### src/rtl/frame_capture_pingpong_pkg.sv
// Shared constants and state encoding for the ping-pong frame capture block.
package frame_capture_pingpong_pkg;

  localparam int unsigned DATA_WIDTH_BITS  = 8;
  localparam int unsigned PASS_BUFFER_SIZE = 128;

  typedef enum logic [1:0] {
    FILL   = 2'd0,
    STREAM = 2'd1,
    STALL  = 2'd2
  } state_t;

endpackage

### src/rtl/frame_capture_pingpong_eoc_edge_sync.sv
// Synchronises the asynchronous EOC strobe and emits a one-cycle pulse on its rising edge.
module eoc_edge_sync #(
  parameter int unsigned SYNC_STAGES = 2
) (
  input  logic clk,
  input  logic reset,
  input  logic async_in,
  output logic pulse_c
);

  logic [SYNC_STAGES-1:0] sync_q;
  logic                   last_q;

  // Chain and edge history clear together so reset never produces a phantom edge.
  always_ff @(posedge clk) begin
    if (!reset) begin
      sync_q <= '0;
      last_q <= 1'b0;
    end else begin
      sync_q <= {sync_q[SYNC_STAGES-2:0], async_in};
      last_q <= sync_q[SYNC_STAGES-1];
    end
  end

  assign pulse_c = sync_q[SYNC_STAGES-1] & ~last_q;

endmodule

### src/rtl/frame_capture_pingpong.sv
// Two-bank frame capture of EOC-qualified ADC samples with a ready/done consumer handshake
// and a random-access read port into the bank the consumer owns.
module frame_capture_pingpong
  import frame_capture_pingpong_pkg::*;
#(
  parameter int unsigned DATA_WIDTH     = DATA_WIDTH_BITS,
  parameter int unsigned FRAME_DEPTH    = PASS_BUFFER_SIZE,
  parameter int unsigned SYNC_STAGES    = 2,
  parameter int unsigned OVERRUN_POLICY = 0,
  localparam int unsigned AW            = $clog2(FRAME_DEPTH)
) (
  input  logic                  clk,
  input  logic                  reset,
  input  logic [DATA_WIDTH-1:0] adc_data,
  input  logic                  adc_eoc,
  output logic                  frame_ready,
  input  logic [AW-1:0]         rd_addr,
  output logic [DATA_WIDTH-1:0] rd_data,
  input  logic                  frame_done,
  output logic                  overrun,
  output logic [15:0]           frame_count
);

  localparam int unsigned RAM_DEPTH = 2 * FRAME_DEPTH;

  state_t          state, state_n;
  logic [AW-1:0]   wr_idx, wr_idx_n;
  logic [AW-1:0]   wr_addr;
  logic            wr_bank, wr_bank_n;
  logic            ready_n, overrun_n;
  logic [15:0]     count_n;
  logic            wr_en;
  logic            do_swap;
  logic            sample_stb;
  logic            last_idx;

  logic [DATA_WIDTH-1:0] mem [RAM_DEPTH];

  eoc_edge_sync #(
    .SYNC_STAGES (SYNC_STAGES)
  ) u_eoc_sync (
    .clk      (clk),
    .reset    (reset),
    .async_in (adc_eoc),
    .pulse_c  (sample_stb)
  );

  assign last_idx = (wr_idx == AW'(FRAME_DEPTH - 1));

  // State register; RAM contents are deliberately left untouched by reset.
  always_ff @(posedge clk) begin
    if (!reset) begin
      state       <= FILL;
      wr_idx      <= '0;
      wr_bank     <= 1'b0;
      frame_ready <= 1'b0;
      overrun     <= 1'b0;
      frame_count <= '0;
    end else begin
      state       <= state_n;
      wr_idx      <= wr_idx_n;
      wr_bank     <= wr_bank_n;
      frame_ready <= ready_n;
      overrun     <= overrun_n;
      frame_count <= count_n;
    end
  end

  // Next-state: writer fills wr_bank, consumer owns ~wr_bank whenever frame_ready is set.
  always_comb begin
    state_n   = state;
    wr_idx_n  = wr_idx;
    wr_bank_n = wr_bank;
    ready_n   = frame_ready;
    overrun_n = overrun;
    count_n   = frame_count;
    wr_en     = 1'b0;
    wr_addr   = wr_idx;
    do_swap   = 1'b0;

    unique case (state)
      FILL: begin
        if (sample_stb) begin
          wr_en = 1'b1;
          if (last_idx) do_swap = 1'b1;
          else          wr_idx_n = wr_idx + AW'(1);
        end
      end
      STREAM: begin
        if (sample_stb) begin
          wr_en = 1'b1;
          if (!last_idx)       wr_idx_n = wr_idx + AW'(1);
          else if (frame_done) do_swap = 1'b1;
          else                 state_n = STALL;
        end
        if (frame_done && !(sample_stb && last_idx)) begin
          ready_n = 1'b0;
          state_n = FILL;
        end
      end
      STALL: begin
        // A release wins over a sample landing in the same cycle; that sample is lost.
        if (frame_done) begin
          do_swap = 1'b1;
          if (sample_stb) overrun_n = 1'b1;
        end else if (sample_stb) begin
          overrun_n = 1'b1;
          if (OVERRUN_POLICY != 0) begin
            wr_en    = 1'b1;
            wr_addr  = '0;
            wr_idx_n = AW'(1);
            state_n  = STREAM;
          end
        end
      end
      default: state_n = FILL;
    endcase

    if (do_swap) begin
      wr_bank_n = ~wr_bank;
      wr_idx_n  = '0;
      ready_n   = 1'b1;
      count_n   = frame_count + 16'd1;
      state_n   = STREAM;
    end
  end

  always_ff @(posedge clk) begin
    if (wr_en) mem[{wr_bank, wr_addr}] <= adc_data;
  end

  always_ff @(posedge clk) begin
    if (!reset)           rd_data <= '0;
    else if (frame_ready) rd_data <= mem[{~wr_bank, rd_addr}];
  end

endmodule

### config.mk
export PLATFORM = sky130hd
export DESIGN_NAME = frame_capture_pingpong
export DESIGN_NICKNAME = d
export VERILOG_FILES = /design/src/rtl/frame_capture_pingpong_pkg.sv /design/src/rtl/frame_capture_pingpong_eoc_edge_sync.sv /design/src/rtl/frame_capture_pingpong.sv
export SDC_FILE = /design/constraint.sdc
export NUM_CORES = 2
export LEC_CHECK = 0
export BUFFER_PORTS_ARGS = -buffer_cell sky130_fd_sc_hd__buf_2
export CORE_ASPECT_RATIO = 0.5
export CORE_UTILIZATION = 63
export CTS_BUF_LIST = sky130_fd_sc_hd__clkbuf_16
export CTS_CLUSTER_SIZE = 30
export DETAILED_ROUTE_END_ITERATION = 7
export PLACE_DENSITY_LB_ADDON = 0.15
export SYNTH_ARGS = -nofsm -noshare
export SYNTH_HDL_FRONTEND = slang
export SYNTH_HIERARCHICAL = 1
export SYNTH_SLANG_ARGS = --single-unit
### constraint.sdc
create_clock -name clk -period 3 [get_ports clk]
set_input_delay 0.15 -clock clk [delete_from_list [all_inputs] [get_ports clk]]
set_output_delay 0.15 -clock clk [all_outputs]
set_load 0.005 [all_outputs]
==> impl_metrics.json <==
{
  "critPathTopFamily": "simple AND/OR/NAND/NOR gates",
  "hold_path.startpoint": "adc_data[3]",
  "post_dp_hpwl_um": 145000,
  "globalRouteTotalUtil": 0.342,
  "layout.cells.most_common": "sky130_fd_sc_hd__edfxtp_1",
  "yosys_warnings": 6,
  "cp_common_cell": "sky130_fd_sc_hd__buf_4",
  "clk_root_buf": "sky130_fd_sc_hd__clkbuf_16",
  "antenna_found_initial": 6,
  "place_area_sq_um": 87900,
  "crit_path_category": "register to register",
  "grt_start_max_net_pins": 143,
  "final-hold-violation-count": 0,
  "startpoint": "wr_addr[2]$_SDFFE_PP0P_",
  "clockBufferDepth": 3,
  "initial_core_utilization": 0.641,
  "synth_seq_area_share": 0.765,
  "synth_edf_count": 2048,
  "critical_path.cell_chain": "nor2b_1 -> nand3_1 -> buf_4 -> nor2_1 -> buf_4",
  "worst_skew_pair.late_latency_ns": 0.80,
  "port_buffers": 44,
  "power_density_nw_per_um2": 600,
  "average_wire_per_standard_cell_um": 33.4,
  "std_cell_rows": 92,
  "routed_via_density": 6.86,
  "crit_slowest_cell": "sky130_fd_sc_hd__dfxtp_1",
  "avgSynthCellArea_sq_um": 19.8,
  "post_route_cells_drive_above_1_share": 0.269,
  "commonest_cells_after_routing_fill_and_taps_aside": "2,048 x sky130_fd_sc_hd__edfxtp_1, 598 x sky130_fd_sc_hd__buf_4, 381 x sky130_fd_sc_hd__mux4_2",
  "area_growth_pct": 14.2,
  "tritoncts_num_sinks": 2087,
  "worst-path-buf-inv": 2,
  "r2r_start": "wr_addr[2]$_SDFFE_PP0P_",
  "max-vdd-ir-drop_mv": 0.494,
  "synth_fp_nets": 4143,
  "path_clk_slew_ns": 0.07,
  "hp-class": "input pin to register",
  "weighted_congestion_reported_at_the_end_of_routability_driven_placement": 0.968,
  "drv_cap": 0,
  "achievable_frequency_ghz": 0.338,
  "num_vias": 45000,
  "place_worst_setup_slack_ns": -0.601,
  "final_setup_skew_ns": 0.0348,
  "totalWireLength_um": 219000,
  "worst-path-max-fanout": 14,
  "detail_route.drc_violations": 0,
  "final_nets": 4767,
  "setup-violations-final": 0,
  "final_period_minus_worst_setup_slack_ns": 2.96,
  "cts_tree": "yes",
  "dieArea_sq_um": 131000,
  "detailedRoute.firstPassIterationCount": 7,
  "cell_count_after_synthesis": 4119,
  "mappedNetlistArea_sq_um": 81500,
  "h-tree-depth": 4,
  "worst-slew-pin-transition_ns": 1.29,
  "overflow": 0,
  "synth-async-reset-ratio": 0,
  "fin_worst_hold_slack_ns": 0.0358,
  "drt-initial-drc-count": 7226,
  "core_region_area_sq_um": 127000,
  "outcome": "finished, final reports clean",
  "min_period_over_period": 0.987,
  "max_incr_delay_on_cp_ns": 0.72,
  "synth.distinct_cells": 72,
  "p_total_uw": 55900,
  "cp.arrival_ns": 3.45,
  "setup_slack_ns": 0.0392,
  "maxSlewHeadroom": 0.133,
  "synth_top_flop_cell": "sky130_fd_sc_hd__edfxtp_1",
  "critPathLaunchType": "register",
  "critical_path.endpoint_type": "register",
  "first_global_vias": 43800,
  "timing.final.max_slew_violations": 0,
  "tns_ns": 0,
  "tritoncts.num_buffers": 169,
  "leakage_uw": 0.0308,
  "antenna_violating_nets_post_route": 0,
  "stdcell_area_sq_um": 93000,
  "global_route_wire_length_before_repair_um": 313000,
  "ys_seq_elements": 2087,
  "data_required_critical_path_ns": 3.49,
  "fp.dieH_um": 256,
  "num_io_pins": 45,
  "floorplan.die.width_um": 511,
  "rsz0062_at_grt": "false"
}
[kinds of logic (layout without fill, tap and decap cells)]
group | after synthesis | after routing | synth area share
and+or+nand+nor | 643 | 643 | 0.0343
xor gates and xnor gates | 15 | 15 | 0.00161
DFF | 2087 | 2087 | 0.765
other | 0 | 3 | 0
adders and majority gates | 5 | 5 | 0.000768
muxes | 669 | 669 | 0.141
buffers and inverters | 263 | 1015 | 0.0200
AOI/OAI and AO/OA | 437 | 437 | 0.0378
[area by class of cell]
class / count / area, sq um
sequential: 2087 / 62300
fill: 7399 / 34100
multi-input combinational: 1769 / 17600
timing repair buffer: 702 / 5920
clock buffer: 175 / 4380
tap: 1692 / 2120
clock inverter: 124 / 667
inverter: 14 / 55.1
antenna: 3 / 7.51
[sequential cells by signal (all words and copies together) (netlist names)]
signal             cells
mem                 2048
frame_count           16
rd_data                8
wr_addr                7
state                  2
u_eoc_sync/sync_q      2
frame_ready            1
overrun                1
u_eoc_sync/last_q      1
wr_bank                1
[metrics by stage]
| step | instances | utilization |
|---|---|---|
| finish | 6566 | 0.732 |
| floorplan | 4119 | - |
| global route | 6564 | 0.732 |
| global placement | 6254 | 0.691 |
| CTS | 6563 | 0.732 |
| detailed placement | 6254 | 0.691 |
[path summary, 6_finish.rpt]
kind | end | slack [ns] | cells past startpoint
worst max-delay path | mem[245][7]$_DFFE_PP_ | 0.04 | 5
worst min-delay path | mem[154][3]$_DFFE_PP_ | 0.04 | 1
worst max register to register | mem[245][7]$_DFFE_PP_ | 0.04 | 5
worst min register to register | u_eoc_sync/sync_q[1]$_SDFF_PN0_ | 0.43 | 1
[layer usage]
metal / track usage / vias to the layer above / wire length, um
met4: 0.103 / 2 / 6850
met1: 0.500 / 23200 / 81300
met5: 0 / - / 7
met3: 0.102 / 417 / 31500
li1: - / 18200 / -
met2: 0.506 / 3278 / 99800
[power by group]
part / internal (uW) / switching, uW / leakage (uW) / total [uW]
Sequential: 32000 / 3.22 / 0.0187 / 32000
Clock: 10900 / 10000 / 0.00261 / 20900
Combinational: 1090 / 1880 / 0.00952 / 2970
[Yosys cell counts, types with 20 or more instances]
cell / n / area (sq um)
sky130_fd_sc_hd__o221ai_1: 48 / 420
sky130_fd_sc_hd__mux4_2: 381 / 8580
sky130_fd_sc_hd__a22oi_1: 51 / 383
sky130_fd_sc_hd__o22ai_1: 89 / 557
sky130_fd_sc_hd__nand2_1: 146 / 548
sky130_fd_sc_hd__nor3_1: 31 / 155
sky130_fd_sc_hd__nand3_1: 47 / 235
sky130_fd_sc_hd__o21ai_0: 43 / 215
sky130_fd_sc_hd__buf_4: 20 / 150
sky130_fd_sc_hd__buf_2: 64 / 320
sky130_fd_sc_hd__a21oi_1: 64 / 320
sky130_fd_sc_hd__edfxtp_1: 2048 / 61500
sky130_fd_sc_hd__buf_6: 35 / 394
sky130_fd_sc_hd__mux2i_1: 285 / 2850
sky130_fd_sc_hd__a2111oi_0: 25 / 219
sky130_fd_sc_hd__clkbuf_1: 101 / 379
sky130_fd_sc_hd__nor2_1: 318 / 1190
sky130_fd_sc_hd__dfxtp_1: 39 / 781
sky130_fd_sc_hd__a211oi_1: 32 / 240
[worst reg2reg max path, cell delays in order, from the launching register on]
cell and delay (ns):
sky130_fd_sc_hd__dfxtp_1 0.72, sky130_fd_sc_hd__nor2b_1 0.51, sky130_fd_sc_hd__nand3_1 0.54, sky130_fd_sc_hd__buf_4 0.40
sky130_fd_sc_hd__nor2_1 0.26, sky130_fd_sc_hd__buf_4 0.22
[what timing repair did]
item | CTS | global route
buffers inserted | 0 | 0
resized for setup | 0 | 1
hold endpoints to repair | 242 | 0
setup endpoints to repair | 0 | 1
hold buffers | 10 | 0
Note: power is estimated with default switching activity, not from simulation.
